--- src/rtl/weighted_sum_ctrl.sv ---
// rtl/weighted_sum_ctrl.sv - sequences a MAC array to compute R = sum w[k]*X[k]
// Optional abort port and MAC clear enabled by defining WSUM_ABORT_EN.
module weighted_sum_ctrl #(
    parameter int LENGTH      = 5,
    parameter int NUM_VEC     = 11,
    parameter int MAC_LATENCY = 4,
    parameter int IDX_W       = 4
) (
    input  logic                   clk,
    input  logic                   rst,
    input  logic                   start,
    output logic                   busy,
    output logic                   rd_en,
    output logic [IDX_W-1:0]       rd_idx,
    input  logic [31:0]            w_in,
    input  logic [32*LENGTH-1:0]   x_in,
    output logic                   mac_ce,
    output logic                   mac_sclr,
    output logic [31:0]            mac_w,
    output logic [32*LENGTH-1:0]   mac_X,
    output logic [64*LENGTH-1:0]   mac_Y,
    input  logic [64*LENGTH-1:0]   p_in,
    output logic [64*LENGTH-1:0]   result,
    output logic                   result_valid,
    input  logic                   result_ready
`ifdef WSUM_ABORT_EN
    ,
    input  logic                   abort
`endif
);

    localparam int CNT_W = (MAC_LATENCY > 1) ? $clog2(MAC_LATENCY) : 1;
    localparam logic [CNT_W-1:0] LAST_CNT = CNT_W'(MAC_LATENCY - 1);
    localparam logic [IDX_W-1:0] LAST_K   = IDX_W'(NUM_VEC - 1);

    typedef enum logic [2:0] {
        IDLE  = 3'd0,
        FETCH = 3'd1,
        ISSUE = 3'd2,
        WAIT  = 3'd3,
        DONE  = 3'd4
    } state_t;

    state_t           state;
    logic [IDX_W-1:0] k;
    logic [CNT_W-1:0] cnt;

`ifndef WSUM_ABORT_EN
    assign mac_sclr = 1'b0;
`endif

    always_ff @(posedge clk or posedge rst) begin
        if (rst) begin
            state        <= IDLE;
            k            <= '0;
            cnt          <= '0;
            busy         <= 1'b0;
            rd_en        <= 1'b0;
            rd_idx       <= '0;
            mac_ce       <= 1'b0;
            mac_w        <= '0;
            mac_X        <= '0;
            mac_Y        <= '0;
            result       <= '0;
            result_valid <= 1'b0;
`ifdef WSUM_ABORT_EN
            mac_sclr     <= 1'b0;
`endif
        end else begin
`ifdef WSUM_ABORT_EN
            mac_sclr <= 1'b0;
            // Abort wins over every other transition; result keeps its last value.
            if (abort && state != IDLE) begin
                state        <= IDLE;
                busy         <= 1'b0;
                rd_en        <= 1'b0;
                mac_ce       <= 1'b0;
                result_valid <= 1'b0;
                mac_sclr     <= 1'b1;
            end else
`endif
            case (state)
                IDLE: begin
                    if (start) begin
                        state  <= FETCH;
                        k      <= '0;
                        rd_idx <= '0;
                        rd_en  <= 1'b1;
                        busy   <= 1'b1;
                    end
                end
                FETCH: begin
                    rd_en <= 1'b0;
                    state <= ISSUE;
                end
                ISSUE: begin
                    // First term starts the chain from zero; later terms add the previous P.
                    mac_w  <= w_in;
                    mac_X  <= x_in;
                    mac_Y  <= (k == '0) ? '0 : p_in;
                    cnt    <= '0;
                    mac_ce <= 1'b1;
                    state  <= WAIT;
                end
                WAIT: begin
                    if (cnt == LAST_CNT) begin
                        mac_ce <= 1'b0;
                        if (k == LAST_K) begin
                            result       <= p_in;
                            result_valid <= 1'b1;
                            state        <= DONE;
                        end else begin
                            k      <= k + 1'b1;
                            rd_idx <= k + 1'b1;
                            rd_en  <= 1'b1;
                            state  <= FETCH;
                        end
                    end else begin
                        cnt <= cnt + 1'b1;
                    end
                end
                DONE: begin
                    if (result_ready) begin
                        result_valid <= 1'b0;
                        busy         <= 1'b0;
                        state        <= IDLE;
                    end
                end
                default: state <= IDLE;
            endcase
        end
    end

endmodule

--- config.mk ---
export PLATFORM = sky130hd
export DESIGN_NAME = weighted_sum_ctrl
export DESIGN_NICKNAME = d
export VERILOG_FILES = /design/src/rtl/weighted_sum_ctrl.sv
export SDC_FILE = /design/constraint.sdc
export NUM_CORES = 2
export LEC_CHECK = 0
export BUFFER_PORTS_ARGS = -buffer_cell sky130_fd_sc_hd__buf_2
export CAP_MARGIN = 20
export CORE_AREA = 2 2 525 527
export DETAILED_ROUTE_END_ITERATION = 8
export DIE_AREA = 0 0 527 529
export PLACE_DENSITY = 0.39
export SLEW_MARGIN = 20
export SYNTH_ARGS = -nofsm -noshare
export SYNTH_HDL_FRONTEND = slang
export SYNTH_SLANG_ARGS = --single-unit
--- constraint.sdc ---
create_clock -name clk -period 37 [get_ports clk]
set_input_delay 11.1 -clock clk [delete_from_list [all_inputs] [get_ports clk]]
set_output_delay 11.1 -clock clk [all_outputs]
set_load 0.03 [all_outputs]
==> results.json <==
{
  "wl_per_cell_um": 27.8,
  "first_global_vias": 24000,
  "routabilityCongestion": 0.854,
  "clock.fmax_ghz": 0.0664,
  "worst-path-max-fanout": 95,
  "initial_utilization_pct": 11.4,
  "die_h_um": 529,
  "detail_route.iter0.violations": 975,
  "drive_above_1_share_pct": 59.9,
  "routed_wl_um": 193000,
  "cp_slowest_stage_delay_ns": 0.77,
  "final.setup.tns_ns": 0,
  "netlist_instances": 1873,
  "drc_errors": 0,
  "hpwlAfterDp_um": 160000,
  "antenna_found_initial": 73,
  "cellInternalPower_mw": 2.45,
  "maxCapViolCount": 0,
  "crit_required_ns": 37.82,
  "hold_viol_final": 0,
  "numClockSinks": 845,
  "start_kind": "input pin",
  "ys_ff_latch": 845,
  "syn_to_final_growth_pct": 46.4,
  "postCtsSetupBuffers": 0,
  "p_leak_nw": 21.2,
  "fin_worst_skew_ns": 0.0461,
  "grt_pass1_wl_um": 247000,
  "via_per_inst": 3.32,
  "ant_nets": 0,
  "fin_area_um2": 45400,
  "syn-num-nets": 2393,
  "p_clk_share_pct": 25.4,
  "synth_edf_count": 0,
  "dp_slack_ns": 20.86,
  "grt_max_degree": 157,
  "dieWidth_um": 527,
  "port_buffers": 1355,
  "ir_drop_v": 0.0000411,
  "root_buffer": "clkbuf_16",
  "critPathArrivalTime_ns": 15.88,
  "min_period_ns": 15.05,
  "cts_buffer_depth": 4,
  "vias": 23000,
  "yosysSeqAreaShare_pct": 68.2,
  "p_sw_mw": 1.90,
  "synth_async_sr_flop_share_pct": 100,
  "layout.nets": 3758,
  "end_kind": "asynchronous set/reset pin",
  "cp_slowest_cell": "buf_4",
  "setup_viol": 0,
  "slew_violations": 0,
  "cp_common_cell": "buf_4",
  "synthFlopType": "dfrtp_1",
  "cp_top_family": "buffers and inverters",
  "grtUsageTotal_pct": 13.3,
  "rsz0062_at_grt": "no",
  "die_area_um2": 279000,
  "cp_cell_sequence": "buf_2 > inv_8 > buf_4 > buf_4 > buf_4 > buf_4 > buf_4",
  "pwr-share-comb_pct": 41.2,
  "status": "completed",
  "clk_latency_ns": 0.83,
  "htreeDepth": 3,
  "rows": 192,
  "post_cts_resized": 0,
  "path_buf_inv": 7,
  "swShare_pct": 43.7,
  "yosys_warnings": 0,
  "synth_area_per_cell_um2": 16.5,
  "fin_ws_ns": 21.95,
  "synth_cell_type_count": 35,
  "tightest_slew_ns": 1.00,
  "io_pins": 1357,
  "path_clk_slew_ns": 0.05,
  "drt-pass1-iter-count": 4,
  "tritoncts": "done",
  "slew_headroom_pct": 33.3,
  "final.period_utilization_pct": 40.7,
  "cts_inserted_buffers": 112,
  "cellPowerDensity_nw_per_um2": 95.8,
  "criticalPathCategory": "in -> async",
  "postPlaceCellArea_um2": 41600,
  "syn_area_um2": 31000,
  "hp-class": "reg -> reg",
  "grt-ovfl-total": 0,
  "hold_buffers": 0,
  "seqPwrFrac_pct": 33.4,
  "core_area_um2": 273000,
  "totalPowerFinal_mw": 4.34
}
## layer usage
layer	vias to the layer above	global-route usage, %	wire length [µm]
met1	11900	14.1	69600
li1	9652	-	-
met4	10	3.60	5380
met3	265	7.95	26400
met5	-	0	68
met2	1193	22.1	91300
## state kept, by name, indices dropped and copies added, names as in the netlist
signal and cells:
mac_w 32, rd_en 1, state 3, cnt 2, mac_ce 1, result_valid 1, mac_X 160, mac_Y 320
result 320, busy 1, k 4
## synth_stat cells, drive strengths merged (2+ instances only)
| master | count | area [µm²] |
|---|---|---|
| a21o | 2 | 15.0 |
| a22o | 322 | 2820 |
| nand2b | 2 | 12.5 |
| clkbuf | 40 | 150 |
| buf | 93 | 742 |
| or3 | 3 | 18.8 |
| nor2b | 2 | 12.5 |
| o21ai | 9 | 45.0 |
| nor2 | 5 | 18.8 |
| nand2 | 7 | 26.3 |
| inv | 6 | 22.5 |
| nor3 | 2 | 10.0 |
| a21oi | 4 | 23.8 |
| nand3b | 2 | 15.0 |
| mux2 | 512 | 5770 |
| dfrtp | 845 | 21100 |
| ha | 4 | 50.1 |
| nand3 | 2 | 10.0 |
## layout make-up
class / count / area (µm²)
fillers: 30300 / 228000
diodes: 13 / 32.5
flip-flops and latches: 845 / 21100
multi-input cells: 889 / 8940
clock buffers: 162 / 3250
clock inverters: 33 / 429
well taps: 3589 / 4490
inverters: 6 / 30.0
repair buffers: 1384 / 7040
## cell usage in the layout, fill, tap and decap left out, types with 13 or more instances in the layout
| cell type | synthesis | final |
|---|---|---|
| clkbuf_16 | 0 | 114 |
| mux2_1 | 83 | 83 |
| buf_4 | 35 | 26 |
| clkbuf_8 | 0 | 22 |
| dfrtp_1 | 845 | 845 |
| buf_2 | 23 | 1355 |
| clkbuf_1 | 40 | 26 |
| diode_2 | 0 | 13 |
| a22o_1 | 322 | 322 |
| mux2_2 | 429 | 429 |
## through the flow
stage / hold WS, ns / std cells / utilization [%]
after detailed placement: 0.475 / 6713 / 15.3
after global routing: 0.499 / 6914 / 16.6
final: 0.483 / 6921 / 16.6
after global placement: 0.470 / 6713 / 15.3
after floorplan: 0.500 / 1873 / -
after CTS: 0.488 / 6908 / 16.6
## cell families (layout without fill, tap and decap cells)
kind of cell	Yosys count	in the layout	synth area share (%)
compound gates	344	344	9.55
fa+ha+maj	4	4	0.162
buf+inv	139	1585	2.95
flops	845	845	68.2
mux	513	513	18.6
other cells	1	14	0.0121
simple gates	27	27	0.448
## power groups by stage
stage	registers [mW]	clock network [mW]	logic (mW)
after floorplan	2.06	0	0.452
after global placement	1.46	0	1.83
after detailed placement	1.46	0	1.84
after CTS	1.46	1.15	1.84
after global routing	1.49	1.18	1.90
final	1.45	1.10	1.79
## final timing paths
kind / slack [ns] / from / cells past startpoint / endpoint
worst max-delay path: 21.95 / rst / 7 / mac_Y[311]
max in group clk: 24.24 / mac_X[49] / 1 / mac_X[49]
min in group asynchronous: 10.38 / rst / 2 / mac_X[93]
worst min register to register: 0.48 / result[4] / 1 / result[4]
worst max register to register: 33.19 / k[0] / 7 / result[207]
worst min-delay path: 0.48 / result[4] / 1 / result[4]
No activity file was read; power rests on OpenSTA's default activity.
